$ cat src/rtl/fifo_sync_param.sv
// fifo_sync_param
// Parametrised synchronous FIFO with a registered read port, one-cycle
// write/read handshake flags, almost-full/almost-empty thresholds and a
// synchronous flush. Storage is a plain register array addressed by
// head/tail pointers; occupancy is tracked by an explicit counter so that
// full and empty are unambiguous when head == tail.

`timescale 1ns/1ps

module fifo_sync_param #(
  parameter int DATA_W     = 32,
  parameter int ADDR_W     = 5,
  parameter int AF_LVL     = 28,
  parameter int AE_LVL     = 4,
  parameter int CLEAR_DOUT = 1
) (
  input  logic              clk,
  input  logic              reset_n,
  input  logic              clear,
  input  logic              wr_en,
  input  logic [DATA_W-1:0] din,
  input  logic              rd_en,
  output logic [DATA_W-1:0] dout,
  output logic              full,
  output logic              empty,
  output logic              almost_full,
  output logic              almost_empty,
  output logic              wr_ack,
  output logic              wr_err,
  output logic              rd_ack,
  output logic              rd_err,
  output logic [ADDR_W:0]   data_count
);

  localparam int DEPTH = 1 << ADDR_W;

  // Thresholds sized to the counter so comparisons carry no width mismatch.
  localparam logic [ADDR_W:0] DEPTH_C = DEPTH[ADDR_W:0];
  localparam logic [ADDR_W:0] AF_C    = AF_LVL[ADDR_W:0];
  localparam logic [ADDR_W:0] AE_C    = AE_LVL[ADDR_W:0];

  // Outcome of the last request edge. The RW_ERR family covers every mix in
  // which at least one side of a simultaneous read+write was rejected.
  typedef enum logic [3:0] {
    ST_IDLE    = 4'd0,  // no request
    ST_WR      = 4'd1,  // write accepted
    ST_RD      = 4'd2,  // read accepted
    ST_RW      = 4'd3,  // write and read accepted
    ST_WR_ERR  = 4'd4,  // write rejected
    ST_RD_ERR  = 4'd5,  // read rejected
    ST_RW_ERR  = 4'd6,  // write and read rejected
    ST_RW_RERR = 4'd7,  // write accepted, read rejected
    ST_RW_WERR = 4'd8   // write rejected, read accepted
  } status_e;

  // Per-side request outcome used to build the next status.
  typedef enum logic [1:0] {
    REQ_NONE = 2'b00,
    REQ_ACK  = 2'b01,
    REQ_ERR  = 2'b10
  } req_e;

  logic [DATA_W-1:0] mem [DEPTH];

  logic [ADDR_W-1:0] head_q, head_d;
  logic [ADDR_W-1:0] tail_q, tail_d;
  logic [ADDR_W:0]   count_q, count_d;
  logic [DATA_W-1:0] dout_q, dout_d;
  status_e           status_q, status_d;

  logic rd_ok;
  logic wr_ok;
  req_e wr_res;
  req_e rd_res;

  // Accept/reject decision for this edge; clear suppresses both sides.
  always_comb begin
    // NOTE: combinational blocks use blocking '=' and give every output a
    // default first, so no path leaves a value unassigned and no latch forms.
    rd_ok = 1'b0;
    wr_ok = 1'b0;
    if (!clear) begin
      rd_ok = rd_en && (count_q != '0);
      // A full FIFO still accepts a write when a read frees a slot this edge.
      wr_ok = wr_en && ((count_q != DEPTH_C) || rd_ok);
    end
  end

  // Pointer, count and read-data next-state.
  always_comb begin
    head_d  = head_q;
    tail_d  = tail_q;
    count_d = count_q;
    dout_d  = (CLEAR_DOUT != 0) ? '0 : dout_q;

    if (clear) begin
      head_d  = '0;
      tail_d  = '0;
      count_d = '0;
      dout_d  = '0;
    end else begin
      if (rd_ok) begin
        dout_d = mem[head_q];
        head_d = head_q + ADDR_W'(1);
      end
      if (wr_ok) begin
        tail_d = tail_q + ADDR_W'(1);
      end
      // Simultaneous accepted read and write leave the count unchanged.
      unique case ({wr_ok, rd_ok})
        2'b10:   count_d = count_q + (ADDR_W+1)'(1);
        2'b01:   count_d = count_q - (ADDR_W+1)'(1);
        default: count_d = count_q;
      endcase
    end
  end

  // Classify each side of the request, then fold into a status code.
  always_comb begin
    wr_res   = REQ_NONE;
    rd_res   = REQ_NONE;
    status_d = ST_IDLE;

    if (!clear) begin
      if (wr_en) wr_res = wr_ok ? REQ_ACK : REQ_ERR;
      if (rd_en) rd_res = rd_ok ? REQ_ACK : REQ_ERR;
    end

    unique case ({wr_res, rd_res})
      {REQ_NONE, REQ_NONE}: status_d = ST_IDLE;
      {REQ_ACK,  REQ_NONE}: status_d = ST_WR;
      {REQ_NONE, REQ_ACK }: status_d = ST_RD;
      {REQ_ACK,  REQ_ACK }: status_d = ST_RW;
      {REQ_ERR,  REQ_NONE}: status_d = ST_WR_ERR;
      {REQ_NONE, REQ_ERR }: status_d = ST_RD_ERR;
      {REQ_ERR,  REQ_ERR }: status_d = ST_RW_ERR;
      {REQ_ACK,  REQ_ERR }: status_d = ST_RW_RERR;
      {REQ_ERR,  REQ_ACK }: status_d = ST_RW_WERR;
      default:              status_d = ST_IDLE;
    endcase
  end

  // Control state: pointers, count, read register and status.
  always_ff @(posedge clk or negedge reset_n) begin
    if (!reset_n) begin
      head_q   <= '0;
      tail_q   <= '0;
      count_q  <= '0;
      dout_q   <= '0;
      status_q <= ST_IDLE;
    end else begin
      // NOTE: sequential state uses non-blocking '<=' so every flop samples
      // pre-edge values; a full-FIFO read+write reads the old head entry.
      head_q   <= head_d;
      tail_q   <= tail_d;
      count_q  <= count_d;
      dout_q   <= dout_d;
      status_q <= status_d;
    end
  end

  // Storage write port.
  always_ff @(posedge clk) begin
    // NOTE: the array has no reset; the count guarantees an entry is written
    // before it can be read, and leaving it unreset lets it map onto RAM.
    if (wr_ok) begin
      mem[tail_q] <= din;
    end
  end

  // Handshake flags decoded from the registered status.
  always_comb begin
    wr_ack = 1'b0;
    wr_err = 1'b0;
    rd_ack = 1'b0;
    rd_err = 1'b0;
    unique case (status_q)
      ST_IDLE:    ;
      ST_WR:      wr_ack = 1'b1;
      ST_RD:      rd_ack = 1'b1;
      ST_RW:      begin wr_ack = 1'b1; rd_ack = 1'b1; end
      ST_WR_ERR:  wr_err = 1'b1;
      ST_RD_ERR:  rd_err = 1'b1;
      ST_RW_ERR:  begin wr_err = 1'b1; rd_err = 1'b1; end
      ST_RW_RERR: begin wr_ack = 1'b1; rd_err = 1'b1; end
      ST_RW_WERR: begin wr_err = 1'b1; rd_ack = 1'b1; end
      default:    ;
    endcase
  end

  // Occupancy status derived from the registered count.
  assign full         = (count_q == DEPTH_C);
  assign empty        = (count_q == '0);
  assign almost_full  = (count_q >= AF_C);
  assign almost_empty = (count_q <= AE_C);
  assign data_count   = count_q;
  assign dout         = dout_q;

endmodule

$ cat config.mk
export PLATFORM = sky130hd
export DESIGN_NAME = fifo_sync_param
export DESIGN_NICKNAME = d
export VERILOG_FILES = /design/src/rtl/fifo_sync_param.sv
export SDC_FILE = /design/constraint.sdc
export NUM_CORES = 1
export LEC_CHECK = 0
export CAP_MARGIN = 20
export CORE_UTILIZATION = 40
export CTS_CLUSTER_SIZE = 8
export DETAILED_ROUTE_END_ITERATION = 10
export PLACE_DENSITY_LB_ADDON = 0.08
export SLEW_MARGIN = 20
export SYNTH_ARGS = -nofsm -noshare
export SYNTH_HDL_FRONTEND = slang
export SYNTH_SLANG_ARGS = --single-unit
$ cat constraint.sdc
create_clock -name clk -period 9 [get_ports clk]
set_input_delay 1.8 -clock clk [delete_from_list [all_inputs] [get_ports clk]]
set_output_delay 1.8 -clock clk [all_outputs]
set_load 0.02 [all_outputs]
# After elaboration in Yosys (flattened, before gate mapping)
# Memories as Yosys holds them, arrays and structs flattened. A register that Yosys moved wholly into a read port is not among the register bits.
# Index checks and enable logic that the tools add are counted.
[classes]
bitwise_logic = 0
order_cmp = 2
n_shift = 0
reduce_logical = 13
multipliers = 0
addsub = 4
n_div = 0
eq_ne = 12
muxes = 22
[op_table]
columns = ["op", "count"]
rows = [
  ["$mux W32", 2],
  ["$mux W5", 4],
  ["$eq A4 B3 Y1 const B", 4],
  ["$mux W2", 6],
  ["$pmux W6 S2", 1],
  ["$reduce_or A3 Y1", 4],
  ["$add A5 B1 Y5 const B", 2],
  ["$eq A4 B2 Y1 const B", 2],
  ["$mux W1", 8],
  ["$add A6 B1 Y6 const B", 1],
  ["$eq A6 B6 Y1 const B", 1],
  ["$ge A6 B5 Y1 const B", 1],
  ["$le A6 B3 Y1 const B", 1],
  ["$logic_not A6 Y1", 1],
  ["$mux W6", 1],
  ["$ne A6 B6 Y1 const B", 1],
  ["$reduce_bool A6 Y1", 1],
  ["$sub A6 B1 Y6 const B", 1],
  ["$eq A4 B1 Y1 const B", 1],
  ["$eq A4 B4 Y1 const B", 1],
  ["$reduce_bool A2 Y1", 2],
  ["$reduce_bool A3 Y1", 1],
  ["$eq A2 B1 Y1 const B", 1],
  ["$eq A2 B2 Y1 const B", 1],
  ["other kinds (3)", 4],
]
[word_totals]
romBits = 64
ramBits = 1024
reg_bits = 48
elab_cells = 59
inputBits = 37
mem_count = 2
latch_bits = 0
output_inout_bits = 46
[memory_table]
columns = ["name", "words", "width", "rd", "rd_ports_with_merged_regs", "wr", "line_no", "text"]
rows = [
  ["mem", 32, 32, 1, 0, 1, "63", "logic [DATA_W-1:0] mem [DEPTH];"],
  ["(name not given)", 16, 4, 1, 1, 0, "129", "unique case ({wr_res, rd_res})"],
]

# Logic depth before layout (Yosys ltp)
# Gate-level depths: netlist of the first run.
[depth]
depth_word = 8
ltp_mapped = 12
ltp_nobuf = 11

# Worst setup path before layout of the first run
# No wires, ideal clock.
[synth_timing]
kind = "input to register"
start = "input port rd_en"
end = "memory mem[29][0] (enable)"
setup_slack_ps = 4580
setup_ps = 421
cell_stages = 5
arrival_ps = 3998
path_buffers = 1
required_ps = 8579
cell_sequence = "clkbuf_1 > o31ai_1 > nor2_1 > nand2_1 > nor2_1"
[synth_via]
elab_chain_cells = 6
[synth_lines]
columns = ["item", "line_no", "text"]
rows = [
  ["from (decl)", "22", "input logic rd_en,"],
  ["$logic_and A1 B1 Y1", "83", "rd_ok = rd_en && (count_q != '0);"],
  ["$logic_or A1 B1 Y1", "85", "wr_ok = wr_en && ((count_q != DEPTH_C) || rd_ok);"],
  ["$logic_and A1 B1 Y1", "85", ""],
  ["$mux W1", "82", "if (!clear) begin"],
  ["$mux W1", "166", "if (wr_ok) begin"],
  ["$mux W1 (not written as such)", "167", "mem[tail_q] <= din;"],
  ["to (decl)", "63", ""],
]
# No other way between the ends.

# Worst setup path after layout of the first run
[layout_timing]
start = "register count_q[2] (netlist: data_count[2])"
end = "output port empty"
[layout_via]
elab_chain_cells = 1
[layout_lines]
columns = ["item", "line_no", "text"]
rows = [
  ["from (decl)", "67", "logic [ADDR_W:0] count_q, count_d;"],
  ["from (signal assigned)", "156", "count_q <= count_d;"],
  ["$logic_not A6 Y1", "193", "assign empty = (count_q == '0);"],
  ["to (decl)", "25", "output logic empty,"],
]
# No other way between the ends.

==> impl_metrics.yaml, run 1 <==
die:
  dieArea_um2: 104000
  ios: 83
  fp.dieW_um: 323
  die_h_um: 323
  core_um2: 102000
  rows: 117
  start_util_pct: 40.4
synth:
  ys_ff_latch: 1076
  synthArstFlopShare_pct: 4.83
  synth.distinct_cells: 47
  synth_top_area_share_pct: 74.6
  synth_area_um2: 41200
  syn_avg_cell_area_um2: 23.5
  netlist_instances: 1753
  synth.largest_area_cell: "edfxtp_1"
  ys.flop_type: "edfxtp_1"
  syn_nets: 1798
  synth_area_leaders: "edfxtp_1 (75%), mux4_2 (17%), dfrtp_1 (3.2%)"
  synth_warnings: 0
  synth-edff-count: 1024
  ys_seq_area_share_pct: 77.8
timing:
  hold_violations: 0
  setup_viol: 0
  drv_slew: 0
  tightest_slew_ps: 1050
  fmax_ghz: 0.220
  fin_ws_ps: 4460
  rsz0062_at_grt: "false"
  relSlewSlack_pct: 30.2
  tns_ps: 0
  period_minus_slack_ps: 4540
  period_share_pct: 50.5
  clock_skew_ps: 16.3
pwr:
  p_clk_share_pct: 40.1
  seqPwrFrac_pct: 43.0
  power_frac_comb_pct: 16.9
  p_int_mw: 9.86
  ir_worst_vdd_v: 0.000162
  powerDensity_nw_per_um2: 271
  switchingPower_mw: 3.36
  leakagePower_nw: 15.0
  power.share.switching_pct: 25.4
layout:
  nFillCells: 8411
  syn_to_final_growth_pct: 18.3
  final_cell_mix: "edfxtp_1 (1024), mux4_2 (320), clkbuf_16 (158)"
  final_common_cell: "edfxtp_1"
  layoutNonFillerInstCount: 3460
  drive_above_1_share_pct: 29.1
  nNetsFinal: 2015
drt:
  first_iter_violations: 1850
  vias_per_cell: 5.51
  drtPass1Iterations: 8
  num_vias: 19100
  drt-total-wl_um: 104000
  drtAntennaViolNets: 0
  wire_per_inst_um: 30.1
  drc: 0
clock_tree:
  post_cts_buffers: 0
  htreeDepth: 4
  cts.clk_slew.worst_paths_ps: 50
  cts.sinks: 1076
  clk_path_buf_depth: 3
  tritoncts: "yes"
  hold_buffers: 0
  post_cts_resized: 0
  cts_buffers: 152
  cts-root-buf: "clkbuf_16"
  clock_latency_ps: 740
placement:
  io_buffers: 82
  dp_hpwl_um: 61500
  gp_congestion: 0.813
  pre_cts_ws_ps: 3720
  placed_cells: 3176
worst_setup_path:
  critPathKind: "register to output pin"
  cp_data_arrival_time_ps: 2740
  startpoint_type: "register"
  end_kind: "output pin"
  critPathMaxFanout: 10
  cp.required_ps: 7200
grt:
  grt_max_degree: 122
  grt_pass1_wl_um: 150000
  grt-ovfl-total: 0
  grt_usage_pct: 20.7
  grt_pass1_vias: 20000
  antenna_found_initial: 4
job:
  max-cap-violations: 0
hold_path:
  hold_path_class: "register to register"
status:
  status: "complete, no violations"
-- cells in the mapped netlist (all sizes together), types with 2 or more instances --
cell type	n
nor2b	2
dfrtp	52
o21ai	3
edfxtp	1024
nand2	18
nand3	5
nand3b	3
a21oi	8
nor3	6
ha	8
buf	47
xor2	7
xnor2	2
and3	3
o22ai	34
nand2b	2
clkbuf	43
nor2	62
clkinv	61
mux2	3
or3b	3
a221oi	2
a211oi	3
mux2i	2
or3	7
nand4	3
inv	7
mux4	320
-- power groups by stage --
stage | Sequential [mW] | Clock [mW] | Combinational (mW)
floorplan | 5.73 | 0 | 1.56
global placement | 5.78 | 0 | 2.28
detailed placement | 5.78 | 0 | 2.28
CTS | 5.69 | 5.42 | 2.29
global route | 5.69 | 5.63 | 2.39
finish | 5.68 | 5.30 | 2.24
-- cell families after synthesis --
logic type / after synthesis / share of synthesized area [%]
multiplexers: 325 / 17.6
other: 1 / 0.00910
XOR/XNOR: 9 / 0.191
flip-flops: 1076 / 77.8
adder cells (fa/ha/maj): 8 / 0.243
AO/OA/AOI/OAI: 59 / 0.935
AND/OR/NAND/NOR: 117 / 1.30
buffers and inverters: 158 / 1.94
-- critical path, cell delays in order, from the launching register on --
cell             delay, ps
dfrtp_1                490
nor3_1                 460
nand2_1                240
inv_2                  190
clkdlybuf4s50_1        630
-- flip-flops by register name (all words and copies together) (netlist names) --
| register | cells |
|---|---|
| data_count | 6 |
| dout | 32 |
| mem | 1024 |
| head_q | 5 |
| status_q | 4 |
| tail_q | 5 |
-- through the flow --
stage / utilization, % / power [mW] / cell area [um2] / hold WS, ps
global route: 47.8 / 13.7 / 48700 / 633
floorplan: - / 7.28 / 41200 / 519
global placement: 43.0 / 8.06 / 43800 / 561
CTS: 47.7 / 13.4 / 48600 / 611
detailed placement: 43.3 / 8.06 / 44100 / 597
finish: 47.8 / 13.2 / 48700 / 594
-- path summary, 6_finish.rpt --
kind,cells past startpoint,startpoint,end,slack (ps)
setup / recovery,4,data_count[2],empty,4460
hold reg to reg,2,head_q[4],head_q[4],590
min in group asynchronous,1,reset_n,data_count[3],1100
max in group asynchronous,1,reset_n,head_q[0],7300
setup reg to reg,6,head_q[0],dout[1],5020
hold / removal,2,head_q[4],head_q[4],590
-- per-layer routing --
metal,GRT usage (%),up-vias,share of wire (%)
li1,-,7874,-
met1,30.8,10400,46
met2,31.5,596,47
met5,0,-,0
met3,3.88,140,5.6
met4,5.39,0,1.7
-- final cells by class --
type	count	area (um2)	area share (%)
clock inverters	9	93.8	0.193
inverters	68	255	0.524
multi-input cells	519	8610	17.7
well taps	1368	1710	3.51
flip-flops and latches	1076	32100	65.8
diodes	2	5.00	0.0103
repair buffers	153	1650	3.38
clock buffers	265	4360	8.94
Power figures use the tool's default switching activity.
==> run 2: changes to the inputs <==
clock period = 4.6 ns   (was 9 ns; I/O delays follow)
==> impl_metrics.yaml, run 2 (synthesis gave the netlist of run 1 again) <==
clock_tree:
  clk_path_buf_depth: 3
  cts.sinks: 1076
  cts-root-buf: "clkbuf_16"
  clock_latency_ps: 730
  hold_buffers: 0
  post_cts_buffers: 0
  cts.clk_slew.worst_paths_ps: 50
  cts_buffers: 152
  post_cts_resized: 0
  tritoncts: "yes"
  htreeDepth: 4
placement:
  dp_hpwl_um: 63900
  io_buffers: 82
  gp_congestion: 0.811
pwr:
  powerDensity_nw_per_um2: 533
  ir_worst_vdd_v: 0.000336
  leakagePower_nw: 15.0
drt:
  num_vias: 19200
  drtPass1Iterations: 5
  wire_per_inst_um: 31.0
  first_iter_violations: 1725
  vias_per_cell: 5.54
  drtAntennaViolNets: 0
  drt-total-wl_um: 107000
  drc: 0
timing:
  period_minus_slack_ps: 3550
  tns_ps: 0
  relSlewSlack_pct: 31.8
  rsz0062_at_grt: "false"
  drv_slew: 0
  tightest_slew_ps: 1020
  period_share_pct: 77.2
  holdWs_ps: 361
  setup_viol: 0
  hold_violations: 0
  fmax_ghz: 0.282
  clock_skew_ps: 17.6
worst_setup_path:
  critPathMaxFanout: 10
  cp.required_ps: 3680
  critPathTopFamily: "buffers and inverters"
  max_stage_delay_ps: 630
  startpoint: "data_count[2]"
  cp_data_arrival_time_ps: 2630
  timing.rr.start: "data_count[5]"
  startpoint_type: "register"
  cp_slowest_cell: "clkdlybuf4s50_1"
  end_kind: "output pin"
  worstPathCellList: "nor3_1 -> nand2_1 -> inv_2 -> clkdlybuf4s50_1"
  worst-path-buf-inv: 2
  critPathKind: "register to output pin"
layout:
  drive_above_1_share_pct: 30.5
  multi_input_area_um2: 8610
  largest_reg_flops: 1024
  regMostFlops: "mem"
  regArea_um2: 32100
  nFillCells: 8396
  syn_to_final_growth_pct: 18.2
  nNetsFinal: 2034
  final_cell_mix: "edfxtp_1 (1024), mux4_2 (320), clkbuf_16 (158)"
  final_common_cell: "edfxtp_1"
grt:
  grt-ovfl-total: 0
  antenna_found_initial: 5
  grt_max_degree: 70
  grt_pass1_wl_um: 154000
  grt_usage_pct: 21.4
  grt_pass1_vias: 20100
die:
  core_um2: 102000
  fp.dieW_um: 323
  rows: 117
  die_h_um: 323
  ios: 83
  start_util_pct: 40.4
  dieArea_um2: 104000
job:
  max-cap-violations: 0
hold_path:
  hold_path_class: "primary input to asynchronous set/reset pin"
status:
  status: "complete, no violations"
[run 2: changes by cell type in the layout (fill, tap and decap cells not counted), moves of 2 or more]
cell	delta
buf_4	+21
buf_2	+12
clkdlybuf4s50_1	-12
clkbuf_1	-11
buf_16	-7
buf_12	+6
clkinv_8	+2
[run 2: path summary, 6_finish.rpt]
check / cells past startpoint / endpoint / slack, ps
worst max-delay path: 4 / empty / 1050
worst min-delay path: 1 / dout[30] / 360
worst max register to register: 7 / mem[9][18] / 1550
worst min register to register: 2 / head_q[4] / 580
max in group asynchronous: 1 / head_q[2] / 3470
min in group clk: 2 / head_q[4] / 580
[run 2: layer usage]
layer | up-vias | track usage, % | part of all wire (%)
met5 | - | 0 | 0
met4 | 0 | 5.71 | 1.9
met3 | 147 | 3.34 | 4.3
met2 | 517 | 33.6 | 48
met1 | 10600 | 31.2 | 46
li1 | 7907 | - | -
[run 2: final cells by class]
type | instances | area share, %
flip-flops and latches | 1076 | 65.8
well taps | 1368 | 3.51
clock inverters | 8 | 0.190
repair buffers | 172 | 3.41
inverters | 68 | 0.524
clock buffers | 254 | 8.86
multi-input cells | 519 | 17.7
diodes | 2 | 0.0103
[run 2: where the power goes]
group	internal (mW)	leakage [nW]	switching (mW)
logic	2.11	3.03	2.41
registers	10.9	9.91	0.230
clock network	6.32	2.10	4.01
total	19.3	15.0	6.64
[run 2: per-stage QoR]
step / area, um2 / utilization, % / total power [mW] / worst slack, ps / std cells
6_report: 48700 / 47.8 / 25.9 / 1050 / 3467
5_1_grt: 48700 / 47.8 / 26.9 / 903 / 3465
4_1_cts: 48700 / 47.8 / 26.3 / 1040 / 3465
3_5_place_dp: 44300 / 43.5 / 15.9 / 991 / 3203
3_3_place_gp: 44300 / 43.5 / 15.9 / 949 / 3203
2_1_floorplan: 41200 / - / 14.2 / 1060 / 1753
==> run 3: changes to the inputs <==
clock period = 3.2 ns   (was 4.6 ns; I/O delays follow)
==> impl_metrics.yaml, run 3 (synthesis gave the netlist of run 1 again) <==
status:
  status: "complete, no violations"
grt:
  grt_max_degree: 49
  antenna_found_initial: 0
  grt_usage_pct: 20.1
  grt_pass1_vias: 20700
  grt_pass1_wl_um: 147000
  grt-ovfl-total: 0
clock_tree:
  cts.sinks: 1076
  post_cts_resized: 1
  cts.clk_slew.worst_paths_ps: 50
  clock_latency_ps: 750
  cts-root-buf: "clkbuf_16"
  post_cts_buffers: 0
  tritoncts: "yes"
  htreeDepth: 4
  clk_path_buf_depth: 3
  hold_buffers: 0
  cts_buffers: 152
timing:
  relSlewSlack_pct: 36.7
  fmax_ghz: 0.325
  setup_viol: 0
  period_minus_slack_ps: 3080
  holdWs_ps: 43.1
  drv_slew: 0
  period_share_pct: 96.2
  hold_violations: 0
  tightest_slew_ps: 950
  rsz0062_at_grt: "false"
  clock_skew_ps: 19.2
  tns_ps: 0
die:
  dieArea_um2: 104000
  fp.dieW_um: 323
  start_util_pct: 40.4
  rows: 117
  ios: 83
  core_um2: 102000
  die_h_um: 323
layout:
  multi_input_area_um2: 8610
  syn_to_final_growth_pct: 21.6
  final_cell_mix: "edfxtp_1 (1024), mux4_2 (320), clkbuf_16 (155)"
  final_common_cell: "edfxtp_1"
  layoutNonFillerInstCount: 3546
  nNetsFinal: 2105
  nFillCells: 8314
  design_area_um2: 50100
  regMostFlops: "mem"
  drive_above_1_share_pct: 31.9
  regArea_um2: 32100
  largest_reg_flops: 1024
worst_setup_path:
  end_kind: "output pin"
  critPathKind: "register to output pin"
  critPathMaxFanout: 7
  cp.required_ps: 2560
  startpoint_type: "register"
  cp_data_arrival_time_ps: 2440
drt:
  drc: 0
  wire_per_inst_um: 28.5
  drt-total-wl_um: 101000
  num_vias: 19100
  vias_per_cell: 5.40
  drtAntennaViolNets: 0
  first_iter_violations: 1676
  drtPass1Iterations: 5
hold_path:
  hold_path_class: "primary input to asynchronous set/reset pin"
placement:
  placed_cells: 3274
  gp_congestion: 0.756
  place_area_um2: 45700
  dp_hpwl_um: 59800
  io_buffers: 82
pwr:
  switchingPower_mw: 9.26
  p_int_mw: 28.0
  power_mw: 37.3
  seqPwrFrac_pct: 42.4
  ir_worst_vdd_v: 0.000448
  power.share.switching_pct: 24.8
  power_frac_comb_pct: 17.7
  p_clk_share_pct: 39.9
  powerDensity_nw_per_um2: 743
  leakagePower_nw: 15.6
job:
  max-cap-violations: 0
-- run 3: metal layers --
layer | part of all wire (%) | vias to the layer above | global-route usage, %
li1 | - | 8051 | -
met1 | 44 | 10400 | 27.8
met2 | 50 | 535 | 32.9
met3 | 5.1 | 110 | 3.91
met4 | 1.5 | 0 | 5.03
met5 | 0 | - | 0
-- run 3: power by group through the flow --
stage | registers (mW) | logic (mW) | clock network [mW]
after floorplan | 16.1 | 4.38 | 0
after global placement | 16.1 | 6.76 | 0
after detailed placement | 16.1 | 6.76 | 0
after CTS | 15.8 | 6.78 | 15.3
after global routing | 15.8 | 7.07 | 15.9
final | 15.8 | 6.58 | 14.9
-- run 3: critical path, stage by stage (launching register included) --
cell and delay (ps):
dfrtp_1 380, buf_4 170, or3_1 420, nor2_1 130, clkdlybuf4s50_1 600
-- run 3: path summary, 6_finish.rpt --
check | slack (ps) | depth (start not counted) | from | endpoint
min in group clk | 580 | 2 | head_q[4] | head_q[4]
max in group asynchronous | 2450 | 1 | reset_n | head_q[1]
min | 40 | 1 | reset_n | dout[29]
max | 120 | 4 | data_count[3] | almost_empty
max reg2reg | 530 | 10 | data_count[0] | data_count[5]
min reg2reg | 580 | 2 | head_q[4] | head_q[4]
-- run 3: stage by stage --
stage                     util, %  worst slack, ps
after floorplan                 -            -59.7
after global placement       44.8              135
after detailed placement     44.8              144
after CTS                    49.2             63.2
after global routing         49.2             13.7
final                        49.2              122
-- run 3: area by class of cell --
class                           count  area share (%)
Antenna cell                        1         0.00499
Clock buffer                      258            8.51
Clock inverter                     13           0.397
Inverter                           68           0.509
Multi-Input combinational cell    519            17.2
Sequential cell                  1076            64.0
Tap cell                         1368            3.41
Timing Repair Buffer              243            6.04
